==> config.mk <==
export PLATFORM = sky130hd
export DESIGN_NAME = pipe_hazard_ctrl
export DESIGN_NICKNAME = d
export VERILOG_FILES = /design/src/rtl/pipe_hazard_ctrl.sv
export SDC_FILE = /design/constraint.sdc
export NUM_CORES = 1
export LEC_CHECK = 0
export CORE_MARGIN = 2
export CORE_UTILIZATION = 37
export DETAILED_ROUTE_END_ITERATION = 6
export HOLD_SLACK_MARGIN = 0.15
export PLACE_DENSITY_LB_ADDON = 0.2
export SYNTH_ARGS = -nofsm -noshare
export SYNTH_HDL_FRONTEND = slang
export SYNTH_SLANG_ARGS = --single-unit
==> constraint.sdc <==
create_clock -name clk_i -period 2.61 [get_ports clk_i]
set_input_delay 0.783 -clock clk_i [delete_from_list [all_inputs] [get_ports clk_i]]
set_output_delay 0.783 -clock clk_i [all_outputs]
set_load 0.1 [all_outputs]
==> src/rtl/pipe_hazard_ctrl.sv <==
// Stall/flush sequencer for the 5-stage pipeline: load-use bubbles, redirect flushes, data-memory wait freeze.
// Optional PIPE_HAZARD_PERF_EN adds saturating stall/flush cycle counters.
module pipe_hazard_ctrl #(
  parameter int MEM_TIMEOUT = 16,
  parameter int CNT_W       = 5
) (
  input  logic        clk_i,
  input  logic        rst_i,
  input  logic [4:0]  id_rs1_i,
  input  logic [4:0]  id_rs2_i,
  input  logic        id_use_rs2_i,
  input  logic        ex_memread_i,
  input  logic [4:0]  ex_rd_i,
  input  logic        ex_redirect_i,
  input  logic        mem_req_i,
  input  logic        dmem_ready_i,
  output logic        pc_write_o,
  output logic        ifid_write_o,
  output logic        ifid_flush_o,
  output logic        idex_write_o,
  output logic        idex_flush_o,
  output logic        exmem_write_o,
  output logic        memwb_flush_o,
  output logic        pc_redirect_o,
  output logic        mem_err_o,
  output logic [1:0]  state_o
`ifdef PIPE_HAZARD_PERF_EN
  ,
  output logic [31:0] stall_cnt_o,
  output logic [31:0] flush_cnt_o
`endif
);

  typedef enum logic [1:0] {
    ST_RUN  = 2'd0,
    ST_WAIT = 2'd1,
    ST_ERR  = 2'd2
  } state_t;

  state_t             r_state, w_next;
  logic [CNT_W-1:0]   r_wait_cnt, w_cnt_nxt;
  logic               r_mem_err, w_err_nxt;

  logic w_lu, w_miss;
  logic w_run_pcw, w_run_ifw, w_run_iff, w_run_idw, w_run_idf, w_run_exw, w_run_red;
  logic w_pcw, w_ifw, w_iff, w_idw, w_idf, w_exw, w_mwf, w_red;

  assign w_lu   = ex_memread_i && (ex_rd_i != 5'd0) &&
                  ((ex_rd_i == id_rs1_i) || (id_use_rs2_i && (ex_rd_i == id_rs2_i)));
  assign w_miss = mem_req_i && !dmem_ready_i;

  // Unfrozen pipeline controls: redirect squashes ID, so it outranks the load-use bubble.
  always_comb begin
    w_run_pcw = 1'b1;
    w_run_ifw = 1'b1;
    w_run_iff = 1'b0;
    w_run_idw = 1'b1;
    w_run_idf = 1'b0;
    w_run_exw = 1'b1;
    w_run_red = 1'b0;
    if (ex_redirect_i) begin
      w_run_red = 1'b1;
      w_run_iff = 1'b1;
      w_run_idf = 1'b1;
    end else if (w_lu) begin
      w_run_pcw = 1'b0;
      w_run_ifw = 1'b0;
      w_run_idf = 1'b1;
    end
  end

  always_comb begin
    w_next    = r_state;
    w_cnt_nxt = r_wait_cnt;
    w_err_nxt = r_mem_err;
    w_pcw     = 1'b0;
    w_ifw     = 1'b0;
    w_iff     = 1'b0;
    w_idw     = 1'b0;
    w_idf     = 1'b0;
    w_exw     = 1'b0;
    w_mwf     = 1'b1;
    w_red     = 1'b0;
    case (r_state)
      ST_RUN: begin
        if (w_miss) begin
          w_next    = ST_WAIT;
          w_cnt_nxt = CNT_W'(1);
        end else begin
          w_pcw = w_run_pcw;
          w_ifw = w_run_ifw;
          w_iff = w_run_iff;
          w_idw = w_run_idw;
          w_idf = w_run_idf;
          w_exw = w_run_exw;
          w_mwf = 1'b0;
          w_red = w_run_red;
        end
      end
      ST_WAIT: begin
        if (dmem_ready_i) begin
          w_next    = ST_RUN;
          w_cnt_nxt = '0;
          w_pcw     = w_run_pcw;
          w_ifw     = w_run_ifw;
          w_iff     = w_run_iff;
          w_idw     = w_run_idw;
          w_idf     = w_run_idf;
          w_exw     = w_run_exw;
          w_mwf     = 1'b0;
          w_red     = w_run_red;
        end else if (r_wait_cnt >= CNT_W'(MEM_TIMEOUT)) begin
          w_next    = ST_ERR;
          w_err_nxt = 1'b1;
        end else begin
          w_cnt_nxt = r_wait_cnt + CNT_W'(1);
        end
      end
      ST_ERR: begin
        w_next = ST_ERR;
      end
      default: begin
        w_next = ST_RUN;
      end
    endcase
  end

  always_ff @(posedge clk_i or negedge rst_i) begin
    if (!rst_i) begin
      r_state    <= ST_RUN;
      r_wait_cnt <= '0;
      r_mem_err  <= 1'b0;
    end else begin
      r_state    <= w_next;
      r_wait_cnt <= w_cnt_nxt;
      r_mem_err  <= w_err_nxt;
    end
  end

  // Reset forces every enable/flush low even though the FSM already sits in RUN.
  assign pc_write_o    = rst_i & w_pcw;
  assign ifid_write_o  = rst_i & w_ifw;
  assign ifid_flush_o  = rst_i & w_iff;
  assign idex_write_o  = rst_i & w_idw;
  assign idex_flush_o  = rst_i & w_idf;
  assign exmem_write_o = rst_i & w_exw;
  assign memwb_flush_o = rst_i & w_mwf;
  assign pc_redirect_o = rst_i & w_red;
  assign mem_err_o     = r_mem_err;
  assign state_o       = r_state;

`ifdef PIPE_HAZARD_PERF_EN
  logic [31:0] r_stall_cnt, r_flush_cnt;

  always_ff @(posedge clk_i or negedge rst_i) begin
    if (!rst_i) begin
      r_stall_cnt <= '0;
      r_flush_cnt <= '0;
    end else begin
      if (!w_pcw && (r_state != ST_ERR) && (r_stall_cnt != 32'hFFFF_FFFF))
        r_stall_cnt <= r_stall_cnt + 32'd1;
      if (w_red && (r_flush_cnt != 32'hFFFF_FFFF))
        r_flush_cnt <= r_flush_cnt + 32'd1;
    end
  end

  assign stall_cnt_o = r_stall_cnt;
  assign flush_cnt_o = r_flush_cnt;
`endif

endmodule

==> results of run 1 <==
-- repair_timing --
item	4_1_cts	5_1_grt
pin swaps	15	7
buffers inserted	1	0
gates resized for setup	52	6
endpoints found under the hold margin	0	0
endpoints found under the setup margin	8	7
-- cell families (layout without fill, tap and decap cells) --
kind of cell    after synthesis  after routing  synth area share, %
xor+xnor                     10             10                 14.4
simple gates                 20             20                 19.3
compound gates               21             21                 24.3
fa+ha+maj                     1              1                 2.06
flops                         8              8                 32.9
buf+inv                       8             53                 6.99
-- cell usage in the layout, fill, tap and decap left out, drive strengths merged, types with 3 or more instances in the layout --
cell type | Yosys | final
a21boi | 3 | 3
buf | 4 | 32
clkbuf | 0 | 6
clkdlybuf4s50 | 0 | 3
dfrtp | 8 | 8
dlygate4sd2 | 0 | 8
inv | 4 | 4
nand2 | 4 | 4
o21ai | 4 | 4
or4 | 3 | 3
xor2 | 9 | 9
-- final cells by class --
cell class | instances | share of cell area [%]
timing repair buffer | 45 | 40.0
multi-input combinational | 52 | 37.3
sequential | 8 | 17.4
clock buffer | 4 | 2.25
tap | 16 | 1.72
inverter | 4 | 1.29
-- metal layers --
metal  up-vias  routed length, µm  track usage, %  share of wire [%]
met5         -                  0               0                  0
met4         0                 27            8.48                1.5
met3         7                166            8.57                9.0
met2        28                964            35.7                 52
met1       328                683            22.5                 37
li1        338                  -               -                  -
-- metrics by stage --
stage	cell area, µm²	TNS [ps]	hold WS [ps]
6_report	1170	-569	472
4_1_cts	1160	-732	481
5_1_grt	1170	-826	512
3_5_place_dp	1130	-3310	467
3_3_place_gp	1130	-2980	451
2_1_floorplan	663	-4550	487
-- worst min-delay path by stage --
stage	slack (ps)	endpoint
6_report	470	mem_err_o
5_1_grt	510	mem_err_o
4_1_cts	480	mem_err_o
3_5_place_dp	470	mem_err_o
3_3_place_gp	450	mem_err_o
2_1_floorplan	490	mem_err_o
-- power by group through the flow --
stage	clock network [W]	registers, W	logic [W]
finish	0.000104	0.000194	0.000492
global route	0.000115	0.000201	0.000523
CTS	0.000109	0.000193	0.000490
detailed placement	0	0.000195	0.000485
global placement	0	0.000193	0.000476
floorplan	0	0.000265	0.000236
-- cell usage after synthesis, types with 2 or more instances --
cell type	number	area share [%]
nor4_1	2	2.1
o21a_1	2	2.5
buf_4	3	3.7
nand2_1	4	2.5
xor2_1	9	13
a21oi_1	2	1.6
nor3_1	2	1.6
o21ai_0	4	3.3
dfrtp_1	8	33
nand2b_1	2	2.1
a21boi_1	2	2.5
o31ai_1	2	2.5
inv_1	4	2.5
or4_1	3	3.7
-- registers in the layout (all words and copies together), names as in the netlist --
register and count:
state_o 2, mem_err_o 1, r_wait_cnt 5
==> results.tsv, run 1 <==
metric	value	unit
outcome	finished, violations left	
failing checks	negative setup slack	
CP max FO	3	
buffers added on ports	32	
final worst-path cycle share	108	%
GRT Total Usage	20.8	%
yosys warns	0	
Sink Count	8	
Pwr Total	0.000790	W
Setup crit start	ex_rd_i[2]	
CTS Buf Count	3	
htree depth	1	
Worst VDD drop	534	µV
die height	44.5	µm
Clock Skew	5.55	ps
detailed-route via count	701	
clk slew on worst S/H paths	60	ps
Comb power frac	62.3	%
pre-CTS setup slack	-681	ps
Min-Delay Startpoint	mem_err_o	
non-filler cells, final	129	
fin util	76.5	%
Syn Std Cell Area	608	µm²
worst relative slew slack	80.9	%
EDFF count, synth	0	
Routed Antenna Nets	0	
P_int	0.000407	W
CP Depth	6	
fmax	356	MHz
R2R cell count	4	
PwrDens	677	mW/mm²
crit path DAT	2020	ps
Final Slew Violations	0	
drt total wl	1.84	mm
dpl hpwl	1.42	mm
Req. time, crit path	1830	ps
Pre-antenna DRT Iters	4	
Register Area	203	µm²
Period minus WS final	2810	ps
largest net degree at the start of global routing	13	
critical-path cell list	buf_8 > xor2_2 > nor4_2 > a32oi_2 > o31a_4 > buf_12	
Setup CP Type	primary input to output port	
Min-Delay Path Depth	1	
Mapped Cells	68	
Final Hold Fails	0	
Seq cells post-synth	8	
area occupied by multi-input gates	435	µm²
distinct cell type count after synthesis	33	
Worst Setup Start Kind	primary input	
fillers	108	
reg-to-reg critical path startpoint	state_o[0]	
CP endpoint	pc_write_o	
first-pass GRT wire length	2.93	mm
Bufs and invs on worst path	2	
Primary FF master, synth	dfrtp_1	
Setup crit end kind	output port	
Seq pwr share	24.5	%
vias in the first global route	694	
RSZ-0062 raised after global routing	true	
# hold bufs at CTS	0	
CTS tree	built	
max cap viols	0	
number of I/O pins	33	
reg2reg setup slack	890	ps
Core Box Area	0.00152	mm²
initial antenna violation count	0	
syn nets	91	
RR Endpoint	r_wait_cnt[2]	
share of cells above drive strength 1	44.2	%
nets	137	
CP max stage cell	o31a_4	
dpl cells	124	
GPL Wtd Cong	0.858	
Initial Utilization	39.9	%
Congestion Overflow GR	0	
Async SR Flop Fraction	100	%
Cell Rows	14	
hold crit path type	register to register	
Worst-Margin Slew	282	ps
clock network power share	13.2	%
DRC	0	
slowest cell delay on critical path	330	ps
Root Buffer	clkbuf_4	
DRT iter0 DRCs	14	
DR WL/cell	14.3	µm
Final WS setup	-196	ps
ANT cells	0	
sequential share of the synthesized area	32.9	%
syn_area_per_cell	8.94	µm²
Sw Pwr	0.000383	W
Final setup viols	3	
Worst-Skew Late Latency	260	ps
top cell family by delay on the critical path	compound AO/OA/AOI/OAI gates	
die area	0.00198	mm²
die width	44.5	µm
Area Overhead vs Synth	91.8	%
vias per cell	5.43	
clk buf depth	2	
Net Sw Frac	48.4	%
P_leak	0.533	nW
Note: power is estimated with default switching activity, not from simulation.
==> run 2, diff against run 1 <==
--- a/config.mk
+++ b/config.mk
@@ -6,10 +6,12 @@
 export NUM_CORES = 1
 export LEC_CHECK = 0
 export CORE_MARGIN = 2
-export CORE_UTILIZATION = 37
+export CORE_UTILIZATION = 39
+export CTS_BUF_LIST = sky130_fd_sc_hd__clkbuf_4 sky130_fd_sc_hd__clkbuf_8
 export DETAILED_ROUTE_END_ITERATION = 6
 export HOLD_SLACK_MARGIN = 0.15
 export PLACE_DENSITY_LB_ADDON = 0.2
+export SLEW_MARGIN = 10
 export SYNTH_ARGS = -nofsm -noshare
 export SYNTH_HDL_FRONTEND = slang
 export SYNTH_SLANG_ARGS = --single-unit
==> run 2 against run 1 <==
Compared with the run above: the run still ends with negative setup slack left; first-iteration DRC count fell by 29%; combinational power fell by 2%; die area fell by 4.7%; worst setup slack improved by 1.1 ps; global-route usage fell by 0.36 points; power fell by 0.26%; sequential power barely moved; clock power rose by 7%; hold slack improved by 36 ps; cell count did not move; largest power group unchanged.
==> results.tsv, run 2 (synthesis results as in run 1) <==
metric	value	unit
outcome	finished, violations left	
failing checks	negative setup slack	
most common cell after layout, fill and taps aside	buf_4	
vias per cell	5.33	
Core Box Area	0.00149	mm²
fillers	88	
Final Slew Violations	0	
Biggest register	r_wait_cnt	
crit path DAT	2020	ps
Sink Count	8	
Final Hold Fails	0	
htree depth	1	
# hold bufs at CTS	0	
final worst-path cycle share	107	%
initial antenna violation count	0	
Worst VDD drop	457	µV
Worst-Skew Late Latency	250	ps
detailed-route via count	688	
share of cells above drive strength 1	45.1	%
Seq pwr share	24.9	%
Cell Rows	14	
Sw Pwr	0.000376	W
Pre-antenna DRT Iters	4	
clock network power share	14.1	%
clk slew on worst S/H paths	60	ps
Final WS setup	-195	ps
Initial Utilization	40.8	%
clk buf depth	2	
CP max FO	3	
dpl hpwl	1.32	mm
pre-CTS setup slack	-637	ps
Worst-Margin Slew	315	ps
Routed Antenna Nets	0	
die width	43.5	µm
Final setup viols	3	
fmax	356	MHz
Period minus WS final	2810	ps
vias in the first global route	638	
nets	137	
leading cell types in the layout, fill and taps excluded	14 x buf_4, 8 x xor2_1, 8 x buf_12	
hold crit path type	register to register	
DRC	0	
number of I/O pins	33	
PwrDens	666	mW/mm²
RSZ-0062 raised after global routing	true	
ANT cells	0	
buffers added on ports	32	
DRT iter0 DRCs	10	
P_leak	0.540	nW
Setup crit end kind	output port	
max cap viols	0	
Area Overhead vs Synth	94.7	%
CTS tree	built	
Worst Setup Start Kind	primary input	
Req. time, crit path	1830	ps
P_int	0.000412	W
CTS Buf Count	3	
largest net degree at the start of global routing	13	
die area	0.00189	mm²
die height	43.5	µm
max FFs per register	5	
Setup CP Type	primary input to output port	
worst relative slew slack	79.0	%
Root Buffer	clkbuf_4	
fin util	79.5	%
Comb power frac	61.0	%
Congestion Overflow GR	0	
Net Sw Frac	47.8	%
non-filler cells, final	129	
Clock Skew	15.5	ps
dpl cells	122	
GRT Total Usage	20.5	%
first-pass GRT wire length	2.86	mm
GPL Wtd Cong	0.784	
setup TNS	-550	ps
Pwr Total	0.000788	W
drt total wl	1.86	mm
DR WL/cell	14.4	µm
run 2: worst max-delay path, cell delays in order:
cell     delay [ps]
buf_8           100
or4_4           530
o21ai_1         210
o31a_4          220
buf_12          170
run 2: power by group through the flow:
stage | Combinational (W) | Clock (W) | Sequential, W
after floorplan | 0.000236 | 0 | 0.000265
after global placement | 0.000458 | 0 | 0.000194
after detailed placement | 0.000464 | 0 | 0.000195
after CTS | 0.000475 | 0.000115 | 0.000195
after global routing | 0.000510 | 0.000118 | 0.000200
final | 0.000481 | 0.000111 | 0.000196
run 2: per-stage QoR:
step | hold WS, ps | area (µm²)
after global placement | 451 | 1110
after CTS | 517 | 1180
after detailed placement | 500 | 1110
after global routing | 536 | 1180
final | 508 | 1180
after floorplan | 487 | 663
run 2: final timing paths:
kind,from,to,slack [ps],cells after the start
min in group asynchronous,rst_i,mem_err_o,590,2
max,ex_rd_i[1],pc_write_o,-200,5
max in group asynchronous,rst_i,r_wait_cnt[1],1870,2
min reg2reg,mem_err_o,mem_err_o,510,1
max reg2reg,state_o[0],r_wait_cnt[3],850,4
min,mem_err_o,mem_err_o,510,1
run 2: cell type report:
type	instances	area, µm²	share of cell area [%]
inverter	4	15.0	1.27
timing repair buffer	45	480	40.6
clock buffer	4	30.0	2.54
sequential	8	203	17.1
multi-input combinational	52	435	36.8
tap	16	20.0	1.69
run 2: timing repair:
item                       4_1_cts  5_1_grt
pin swaps                       15        6
resized for setup               63        1
setup endpoints to repair        8        5
setup buffers                    2        1
run 2: per-layer routing:
layer	up-vias	track usage, %	share of wire (%)
met5	-	0	0
met4	0	7.27	0.43
met3	2	2.08	5.6
met2	41	34.6	48
met1	309	27.2	46
li1	336	-	-
==> run 3, diff against run 2 <==
--- a/config.mk
+++ b/config.mk
@@ -5,7 +5,7 @@
 export SDC_FILE = /design/constraint.sdc
 export NUM_CORES = 1
 export LEC_CHECK = 0
-export CORE_MARGIN = 2
+export CORE_MARGIN = 8
 export CORE_UTILIZATION = 39
 export CTS_BUF_LIST = sky130_fd_sc_hd__clkbuf_4 sky130_fd_sc_hd__clkbuf_8
 export DETAILED_ROUTE_END_ITERATION = 6
==> run 3 against run 2 <==
Compared with the run above: the flow still finishes with violations (negative setup slack); core utilization is 0.67 points higher; first-iteration DRC count is 10% higher; die area is 63% higher; count of clock-buffer cells in the layout stayed put; design area is 0.84% higher; power is 2.6% higher; cell count is 1.6% higher; critical path type unchanged; largest cell class unchanged.
==> results.tsv, run 3 (synthesis results as in run 1) <==
metric	value	unit
reg-to-reg critical path startpoint	state_o[0]	
P_leak	0.547	nW
buffers added on ports	32	
detailed-route via count	704	
largest net degree at the start of global routing	13	
share of cells above drive strength 1	46.1	%
first-pass GRT wire length	3.63	mm
CTS Buf Count	3	
Final Hold Fails	0	
Cell Rows	14	
most common cell after layout, fill and taps aside	buf_4	
max cap viols	0	
leading cell types in the layout, fill and taps excluded	17 x buf_4, 8 x dlygate4sd2_1, 8 x buf_12	
Worst VDD drop	671	µV
Worst-Skew Late Latency	260	ps
Final Slew Violations	0	
setup TNS	-532	ps
DRC	0	
fmax	356	MHz
die height	55.5	µm
slowest cell delay on critical path	540	ps
Initial Utilization	40.8	%
Biggest register	r_wait_cnt	
Final setup viols	3	
Pre-antenna DRT Iters	2	
worst relative slew slack	80.2	%
Area Overhead vs Synth	96.3	%
outcome	finished, violations left	
# hold bufs at CTS	0	
Final WS setup	-198	ps
Congestion Overflow GR	0	
vias per cell	5.37	
Worst-Margin Slew	296	ps
GRT Total Usage	14.1	%
ANT cells	0	
RR Endpoint	r_wait_cnt[3]	
clk buf depth	2	
Period minus WS final	2810	ps
dpl hpwl	1.67	mm
Setup crit start	ex_rd_i[1]	
clk slew on worst S/H paths	60	ps
Sink Count	8	
vias in the first global route	752	
critical-path cell list	buf_8 > or4_4 > o211ai_1 > o21bai_4 > buf_12	
Routed Antenna Nets	0	
drt total wl	2.19	mm
area occupied by multi-input gates	443	µm²
DRT iter0 DRCs	11	
CP max FO	3	
crit path DAT	2020	ps
Root Buffer	clkbuf_4	
nets	139	
die area	0.00308	mm²
Setup crit end kind	output port	
fillers	103	
fin util	80.2	%
DR WL/cell	16.7	µm
final worst-path cycle share	108	%
htree depth	1	
RSZ-0062 raised after global routing	true	
Register Area	203	µm²
number of I/O pins	33	
PwrDens	677	mW/mm²
CP endpoint	idex_flush_o	
CTS tree	built	
die width	55.5	µm
CP max stage cell	or4_4	
max FFs per register	5	
initial antenna violation count	0	
Setup CP Type	primary input to output port	
R2R cell count	4	
hold crit path type	register to register	
failing checks	negative setup slack	
reg2reg setup slack	860	ps
Req. time, crit path	1830	ps
Worst Setup Start Kind	primary input	
WHS	471	ps
Clock Skew	10.4	ps
GPL Wtd Cong	0.820	
Core Box Area	0.00149	mm²
## run 3: cell types whose count changed in the layout (fill, tap and decap cells not counted), sizes merged
cell | before | now
clkbuf | 5 | 4
dlygate4sd2 | 7 | 8
buf | 33 | 35
## run 3: power by group
part | internal [W] | leakage (nW) | switching, W
Clock | 0.0000692 | 0.0184 | 0.0000476
Sequential | 0.000156 | 0.104 | 0.0000386
Combinational | 0.000196 | 0.424 | 0.000301
Total | 0.000420 | 0.547 | 0.000388
## run 3: per-layer routing
metal | track usage (%) | up-vias | part of all wire [%]
met4 | 6.69 | 0 | 2.9
met1 | 16.1 | 328 | 43
met5 | 0 | - | 0
met2 | 23.2 | 32 | 48
met3 | 4.34 | 6 | 6.4
li1 | - | 338 | -
## run 3: final cells by class
type                       count  area share [%]
timing repair buffer          47            40.5
clock buffer                   4            2.52
sequential                     8            17.0
tap                           16            1.68
multi-input combinational     52            37.1
inverter                       4            1.26
## run 3: critical path: cells and delay by family
| family | cells | cell delay [ps] |
|---|---|---|
| and+or+nand+nor | 1 | 540 |
| AOI/OAI and AO/OA | 2 | 420 |
| buffers and inverters | 2 | 270 |
## run 3: timing repair
item                                    in CTS  in global routing
endpoints found under the setup margin       8                  6
gates resized for setup                     60                  1
buffers inserted                             3                  1
pin swaps                                   18                  4
## run 3: worst min-delay path by stage
stage / start / endpoint / slack [ps] / cells after the start
6_report: mem_err_o / mem_err_o / 470 / 1
5_1_grt: mem_err_o / mem_err_o / 510 / 1
4_1_cts: mem_err_o / mem_err_o / 470 / 1
3_5_place_dp: mem_err_o / mem_err_o / 460 / 1
3_3_place_gp: mem_err_o / mem_err_o / 450 / 1
2_1_floorplan: rst_i / mem_err_o / 490 / 0
## run 3: per-stage QoR
step / std cells / power (W) / setup slack, ps / instance area, µm²
final: 131 / 0.000808 / -198 / 1190
after global routing: 131 / 0.000856 / -258 / 1190
after CTS: 130 / 0.000811 / -175 / 1180
after detailed placement: 123 / 0.000687 / -653 / 1120
after global placement: 123 / 0.000668 / -619 / 1120
after floorplan: 68 / 0.000501 / -980 / 663
